--- config.mk ---
export PLATFORM = sky130hd
export DESIGN_NAME = countdown_timer_ctrl
export DESIGN_NICKNAME = d
export VERILOG_FILES = /design/src/rtl/countdown_timer_ctrl.sv
export SDC_FILE = /design/constraint.sdc
export NUM_CORES = 1
export LEC_CHECK = 0
export ABC_AREA = 1
export CORE_MARGIN = 4
export CORE_UTILIZATION = 40
export DETAILED_ROUTE_END_ITERATION = 12
export GPL_ROUTABILITY_DRIVEN = 1
export GPL_TIMING_DRIVEN = 1
export PLACE_DENSITY_LB_ADDON = 0.15
export SETUP_SLACK_MARGIN = 0.1
export SLEW_MARGIN = 40
export SYNTH_ARGS = -nofsm -noshare
export SYNTH_HDL_FRONTEND = slang
export SYNTH_SLANG_ARGS = --single-unit
--- constraint.sdc ---
create_clock -name clk -period 2.95 [get_ports clk]
set_input_delay 0.295 -clock clk [delete_from_list [all_inputs] [get_ports clk]]
set_output_delay 0.295 -clock clk [all_outputs]
set_load 0.01 [all_outputs]
--- src/rtl/countdown_timer_ctrl.sv ---
// MM:SS countdown timer sequencer: set/run/pause/alarm control with BCD time
// registers, driven by the clock_set one-second strobe and button pulses.
module countdown_timer_ctrl #(
  parameter int unsigned ALARM_SEC = 10,
  parameter int unsigned MAX_MIN10 = 5
) (
  input  logic       clk,
  input  logic       reset_n,
  input  logic       clk_sec,
  input  logic       btn_start,
  input  logic       btn_clear,
  input  logic       btn_inc_sec,
  input  logic       btn_inc_min,
  output logic [3:0] min10,
  output logic [3:0] min1,
  output logic [3:0] sec10,
  output logic [3:0] sec1,
  output logic [1:0] state,
  output logic       alarm,
  output logic       done
);

  typedef enum logic [1:0] {
    S_IDLE  = 2'b00,
    S_RUN   = 2'b01,
    S_PAUSE = 2'b10,
    S_ALARM = 2'b11
  } state_t;

  localparam logic [3:0] MIN10_TOP = 4'(MAX_MIN10);
  localparam logic [7:0] ALARM_TOP = 8'(ALARM_SEC);

  state_t     state_q, state_d;
  logic [3:0] min10_q, min1_q, sec10_q, sec1_q;
  logic [3:0] dec_min10, dec_min1, dec_sec10, dec_sec1;
  logic [3:0] inc_min10, inc_min1, inc_sec10, inc_sec1;
  logic [7:0] acnt_q;
  logic       done_q;
  logic       any_btn, time_zero, expire, alarm_end, enter_alarm;

  assign any_btn     = btn_start | btn_clear | btn_inc_sec | btn_inc_min;
  assign time_zero   = (min10_q == '0) && (min1_q == '0) && (sec10_q == '0) && (sec1_q == '0);
  // Remaining time of 00:01 (or 00:00) means this strobe finishes the countdown.
  assign expire      = (min10_q == '0) && (min1_q == '0) && (sec10_q == '0) && (sec1_q <= 4'd1);
  assign alarm_end   = clk_sec && ((acnt_q + 8'd1) == ALARM_TOP);
  assign enter_alarm = (state_q == S_RUN) && (state_d == S_ALARM);

  // BCD decrement with borrow chain and BCD increments with wrap (no carry sec->min)
  always_comb begin
    dec_min10 = min10_q;
    dec_min1  = min1_q;
    dec_sec10 = sec10_q;
    dec_sec1  = sec1_q;
    if (sec1_q != '0) begin
      dec_sec1 = sec1_q - 4'd1;
    end else begin
      dec_sec1 = 4'd9;
      if (sec10_q != '0) begin
        dec_sec10 = sec10_q - 4'd1;
      end else begin
        dec_sec10 = 4'd5;
        if (min1_q != '0) begin
          dec_min1 = min1_q - 4'd1;
        end else begin
          dec_min1  = 4'd9;
          dec_min10 = min10_q - 4'd1;
        end
      end
    end

    inc_sec10 = sec10_q;
    inc_sec1  = sec1_q + 4'd1;
    if (sec1_q == 4'd9) begin
      inc_sec1  = '0;
      inc_sec10 = (sec10_q == 4'd5) ? '0 : sec10_q + 4'd1;
    end

    inc_min10 = min10_q;
    inc_min1  = min1_q + 4'd1;
    if (min1_q == 4'd9) begin
      inc_min1  = '0;
      inc_min10 = (min10_q == MIN10_TOP) ? '0 : min10_q + 4'd1;
    end
  end

  // State register
  always_ff @(posedge clk) begin
    if (!reset_n) state_q <= S_IDLE;
    else          state_q <= state_d;
  end

  // Next-state logic, priority clear > start > inc > clk_sec
  always_comb begin
    state_d = state_q;
    unique case (state_q)
      S_IDLE: begin
        if (!btn_clear && btn_start && !time_zero) state_d = S_RUN;
      end
      S_RUN: begin
        if (btn_clear)                 state_d = S_IDLE;
        else if (btn_start)            state_d = S_PAUSE;
        else if (clk_sec && expire)    state_d = S_ALARM;
      end
      S_PAUSE: begin
        if (btn_clear)                 state_d = S_IDLE;
        else if (btn_start)            state_d = S_RUN;
      end
      S_ALARM: begin
        if (any_btn || alarm_end)      state_d = S_IDLE;
      end
      default: state_d = S_IDLE;
    endcase
  end

  // Time digit registers
  always_ff @(posedge clk) begin
    if (!reset_n) begin
      {min10_q, min1_q, sec10_q, sec1_q} <= '0;
    end else begin
      unique case (state_q)
        S_IDLE: begin
          if (btn_clear) begin
            {min10_q, min1_q, sec10_q, sec1_q} <= '0;
          end else if (!btn_start) begin
            if (btn_inc_sec) {sec10_q, sec1_q} <= {inc_sec10, inc_sec1};
            if (btn_inc_min) {min10_q, min1_q} <= {inc_min10, inc_min1};
          end
        end
        S_RUN: begin
          if (btn_clear || (!btn_start && clk_sec && expire))
            {min10_q, min1_q, sec10_q, sec1_q} <= '0;
          else if (!btn_start && clk_sec)
            {min10_q, min1_q, sec10_q, sec1_q} <= {dec_min10, dec_min1, dec_sec10, dec_sec1};
        end
        S_PAUSE: begin
          if (btn_clear) {min10_q, min1_q, sec10_q, sec1_q} <= '0;
        end
        default: begin
          {min10_q, min1_q, sec10_q, sec1_q} <= '0;
        end
      endcase
    end
  end

  // Alarm duration counter and done pulse
  always_ff @(posedge clk) begin
    if (!reset_n) begin
      acnt_q <= '0;
      done_q <= 1'b0;
    end else begin
      done_q <= enter_alarm;
      if (enter_alarm)
        acnt_q <= '0;
      else if ((state_q == S_ALARM) && clk_sec && !any_btn)
        acnt_q <= acnt_q + 8'd1;
    end
  end

  // Output decode
  always_comb begin
    state = state_q;
    alarm = (state_q == S_ALARM);
    done  = done_q;
    min10 = min10_q;
    min1  = min1_q;
    sec10 = sec10_q;
    sec1  = sec1_q;
  end

endmodule

==> report_table.html <==
<table>
<tr><th>Metric</th><th>Value</th></tr>
<tr><th colspan="2">Outcome</th></tr>
<tr><td>Status</td><td>finished, final reports clean</td></tr>
<tr><th colspan="2">Detailed routing</th></tr>
<tr><td>Drt initial violations</td><td>93</td></tr>
<tr><td>DRC violations left</td><td>0</td></tr>
<tr><td>Remaining antenna violation count</td><td>0</td></tr>
<tr><td>Drt total wl</td><td>~4800 um</td></tr>
<tr><td>Routed wirelength normalized by instance count</td><td>between 10 and 15 um</td></tr>
<tr><td>Total via count in the routed design</td><td>1946</td></tr>
<tr><td>Length of the first detailed-routing pass in iterations</td><td>4</td></tr>
<tr><td>Vias per inst</td><td>roughly 4.7</td></tr>
<tr><th colspan="2">Clocking</th></tr>
<tr><td>Hold_buf cts</td><td>0</td></tr>
<tr><td>Clock tree from TritonCTS</td><td>yes</td></tr>
<tr><td>Insertion delay of the later-clocked pin in the worst-skew pair</td><td>roughly 0.27 ns</td></tr>
<tr><td>Largest buffer count on any clock path</td><td>2</td></tr>
<tr><td>Clock tree sinks</td><td>27</td></tr>
<tr><td>Clock transition at the register clock pins on the worst setup and hold paths after CTS</td><td>around 0.10 ns</td></tr>
<tr><td>H-tree depth reported by CTS</td><td>1</td></tr>
<tr><td>Post-cts gate resize count</td><td>0</td></tr>
<tr><td>Number of buffers created by CTS</td><td>3</td></tr>
<tr><td>Setup Fix Bufs, Post-CTS</td><td>0</td></tr>
<tr><td>Clk root buf</td><td>sky130_fd_sc_hd__clkbuf_8</td></tr>
<tr><th colspan="2">STA</th></tr>
<tr><td>Total Neg Setup Slack</td><td>0 ns</td></tr>
<tr><td>Post-route clock skew</td><td>between 0.0015 and 0.002 ns</td></tr>
<tr><td>Portion of the clock cycle consumed by the worst path in the final layout</td><td>0.665</td></tr>
<tr><td>Setup repair after global routing missed its margin</td><td>no</td></tr>
<tr><td>Number of max-slew violations in the final report</td><td>0</td></tr>
<tr><td>Final Setup Violations</td><td>0</td></tr>
<tr><td>Final-report hold violation count</td><td>0</td></tr>
<tr><td>Final Hold Slack</td><td>roughly 0.53 ns</td></tr>
<tr><td>Tightest Pin Transition</td><td>between 0.4 and 0.5 ns</td></tr>
<tr><td>Tmin final</td><td>1.96 ns</td></tr>
<tr><td>Max Fclk</td><td>approximately 500 MHz</td></tr>
<tr><td>Slew headroom</td><td>0.674</td></tr>
<tr><th colspan="2">Hold path</th></tr>
<tr><td>Hold Crit Class</td><td>flip-flop to flip-flop</td></tr>
<tr><th colspan="2">Placed design</th></tr>
<tr><td>Count of buffers from port buffering</td><td>26</td></tr>
<tr><td>Detailed placement HPWL</td><td>roughly 3800 um</td></tr>
<tr><td>Placer's final routability congestion estimate</td><td>0.912</td></tr>
<tr><th colspan="2">Logic synthesis</th></tr>
<tr><td>Distinct cell type count after synthesis</td><td>39</td></tr>
<tr><td>Mapped Cells</td><td>320</td></tr>
<tr><td>Number of synthesized register bits</td><td>27</td></tr>
<tr><td>Top_reg_cell synth</td><td>sky130_fd_sc_hd__dfxtp_1</td></tr>
<tr><td>Yosys warning count</td><td>0</td></tr>
<tr><td>Post-synth top area share</td><td>0.251</td></tr>
<tr><td>Seq/Total Area, Yosys</td><td>0.251</td></tr>
<tr><td>Post-synthesis instance area</td><td>about 2200 um2</td></tr>
<tr><td>Post-synth ARST share</td><td>0</td></tr>
<tr><td>Synth Net Count</td><td>338</td></tr>
<tr><td>Library cell with the largest summed area after synthesis</td><td>sky130_fd_sc_hd__dfxtp_1</td></tr>
<tr><td>Post-synth EDFFs</td><td>0</td></tr>
<tr><td>Leading cell types by total area after synthesis</td><td>sky130_fd_sc_hd__dfxtp_1 25%, sky130_fd_sc_hd__nand2_1 14%, sky130_fd_sc_hd__nor2_1 6.5%, sky130_fd_sc_hd__ha_1 6.4%, sky130_fd_sc_hd__inv_1 5.2%</td></tr>
<tr><td>Syn Area/Cell</td><td>around 6.7 um2</td></tr>
<tr><th colspan="2">Final layout</th></tr>
<tr><td>Total inserted antenna cells</td><td>0</td></tr>
<tr><td>Final net count</td><td>approximately 360</td></tr>
<tr><td>Ratio of cells with drive above 1 in the final layout</td><td>0.168</td></tr>
<tr><td>Area growth syn-to-layout</td><td>16.2%</td></tr>
<tr><td>Final-layout fill cell count</td><td>around 540</td></tr>
<tr><th colspan="2">Die</th></tr>
<tr><td>Area of the die</td><td>around 6600 um2</td></tr>
<tr><td>Horizontal extent of the die</td><td>81.3 um</td></tr>
<tr><td>IO Count</td><td>27</td></tr>
<tr><td>Die outline height</td><td>between 80 and 90 um</td></tr>
<tr><td>Floorplan core area</td><td>between 5000 and 6000 um2</td></tr>
<tr><td>Number of placement rows</td><td>26</td></tr>
<tr><td>Initial standard-cell utilization of the core</td><td>0.416</td></tr>
<tr><th colspan="2">Critical path</th></tr>
<tr><td>Worst-path cell chain</td><td>inv_1, ha_1, nand3_4, nor2_2, nand2_2, nand2_2, nand2_4, o31ai_1, nand2_2, clkinv_2, nand2_1, nand2_1, nor2_1</td></tr>
<tr><td>Required time of the worst setup path</td><td>3.17 ns</td></tr>
<tr><td>Critical path start-end classification</td><td>flip-flop to flip-flop</td></tr>
<tr><td>Kind of end point of the critical path</td><td>flip-flop</td></tr>
<tr><td>Crit path DAT</td><td>about 2.2 ns</td></tr>
<tr><td>Most frequent cell on the critical path</td><td>sky130_fd_sc_hd__nand2_2</td></tr>
<tr><td>Largest driver fanout on the critical path</td><td>13</td></tr>
<tr><td>Biggest cell delay along the critical path</td><td>~0.48 ns</td></tr>
<tr><td>Startpoint type of the worst setup path</td><td>flip-flop</td></tr>
<tr><td>Cell at the slowest stage of the critical path</td><td>sky130_fd_sc_hd__dfxtp_1</td></tr>
<tr><th colspan="2">GRT</th></tr>
<tr><td>M2 GR Usage</td><td>0.242</td></tr>
<tr><td>Initial antenna violation count</td><td>0</td></tr>
<tr><td>Largest net degree at the start of global routing</td><td>17</td></tr>
<tr><td>Wire length of the first global-routing pass</td><td>~8200 um</td></tr>
<tr><td>Grt ovf</td><td>0</td></tr>
<tr><td>Total track usage</td><td>0.155</td></tr>
<tr><td>Busiest metal layer after global routing</td><td>met2</td></tr>
<tr><td>Number of global-route vias before repair</td><td>approximately 1.8k</td></tr>
<tr><td>Met3 Use GR</td><td>0.0200</td></tr>
<tr><td>Met1 track demand over resource in global routing</td><td>0.220</td></tr>
<tr><th colspan="2">Flow run</th></tr>
<tr><td>Maxcap violations</td><td>0</td></tr>
<tr><th colspan="2">Pwr</th></tr>
<tr><td>Power per standard cell area</td><td>about 400 nW/um2</td></tr>
<tr><td>Peak supply drop</td><td>approximately 0.00018 V</td></tr>
<tr><td>Standby leakage power</td><td>about 1.1 nW</td></tr>
</table>
[worst paths after layout]
| kind | slack [ns] | depth (start not counted) | end | start |
|---|---|---|---|---|
| max | 0.99 | 13 | min10[1] | min1[0] |
| max reg2reg | 0.99 | 13 | min10[1] | min1[0] |
| min | 0.53 | 2 | sec1[1] | sec1[1] |
| min reg2reg | 0.53 | 2 | sec1[1] | sec1[1] |
[routing by layer]
metal,part of all wire,vias to the layer above
met5,0,-
met4,0.0057,0
met3,0.021,2
met2,0.47,15
met1,0.50,865
li1,-,1064
[cells by family after synthesis]
group,after synthesis,share of synthesized area
compound gates,49,0.131
simple gates,172,0.398
fa+ha+maj,11,0.0640
flops,27,0.251
xor+xnor,13,0.0529
buf+inv,48,0.102
[metrics by stage]
step            util  instance area, um2  std cells  setup slack, ns  power, mW
2_1_floorplan      -                2150        320             1.27      0.689
4_1_cts        0.483                2500        415            0.967       1.02
3_3_place_gp   0.474                2450        411            0.953      0.786
3_5_place_dp   0.474                2450        411            0.945      0.787
5_1_grt        0.483                2500        415            0.735       1.08
6_report       0.483                2500        415            0.990      0.998
[layout make-up]
| class | instances | area [um2] | area share |
|---|---|---|---|
| clock inverters | 1 | 7.51 | 0.00300 |
| multi-input cells | 245 | 1390 | 0.557 |
| inverters | 43 | 170 | 0.0681 |
| repair buffers | 26 | 260 | 0.104 |
| flip-flops and latches | 27 | 541 | 0.216 |
| well taps | 70 | 87.6 | 0.0351 |
| clock buffers | 3 | 41.3 | 0.0165 |
[registers in the layout (all words and copies together) (netlist names)]
signal	count
min1	4
min10	4
state	2
sec1	4
acnt_q	8
done	1
sec10	4
[cell usage after synthesis, types with 3 or more instances]
| master | number |
|---|---|
| sky130_fd_sc_hd__a21oi_1 | 12 |
| sky130_fd_sc_hd__nand2_1 | 79 |
| sky130_fd_sc_hd__ha_1 | 11 |
| sky130_fd_sc_hd__nand3_1 | 15 |
| sky130_fd_sc_hd__o21ai_0 | 15 |
| sky130_fd_sc_hd__inv_2 | 10 |
| sky130_fd_sc_hd__xor2_1 | 8 |
| sky130_fd_sc_hd__a21oi_2 | 4 |
| sky130_fd_sc_hd__o21ai_1 | 8 |
| sky130_fd_sc_hd__xnor2_1 | 5 |
| sky130_fd_sc_hd__dfxtp_1 | 27 |
| sky130_fd_sc_hd__nor2_2 | 11 |
| sky130_fd_sc_hd__o22ai_1 | 4 |
| sky130_fd_sc_hd__inv_1 | 30 |
| sky130_fd_sc_hd__nor2_1 | 37 |
| sky130_fd_sc_hd__nand3_4 | 3 |
| sky130_fd_sc_hd__nand2_2 | 13 |
[layout by cell type (no fill, tap or decap), types with 8 or more instances in the layout]
cell type	n
sky130_fd_sc_hd__nor2_2	11
sky130_fd_sc_hd__inv_2	10
sky130_fd_sc_hd__dfxtp_1	27
sky130_fd_sc_hd__ha_1	11
sky130_fd_sc_hd__o21ai_0	15
sky130_fd_sc_hd__nand2_1	79
sky130_fd_sc_hd__nand2_2	13
sky130_fd_sc_hd__a21oi_1	12
sky130_fd_sc_hd__xor2_1	8
sky130_fd_sc_hd__clkdlybuf4s50_1	26
sky130_fd_sc_hd__nor2_1	37
sky130_fd_sc_hd__o21ai_1	8
sky130_fd_sc_hd__inv_1	30
sky130_fd_sc_hd__nand3_1	15
[power by group]
group / internal [mW] / switching (mW)
logic: 0.148 / 0.205
clock network: 0.0960 / 0.124
registers: 0.386 / 0.0393
[worst max-delay path: cells and delay by family (launching register included)]
| family | cells | cell delay, ns |
|---|---|---|
| buf+inv | 2 | 0.22 |
| fa+ha+maj | 1 | 0.27 |
| compound gates | 1 | 0.11 |
| flops | 1 | 0.48 |
| simple gates | 9 | 0.80 |
Note: power is estimated with default switching activity, not from simulation.
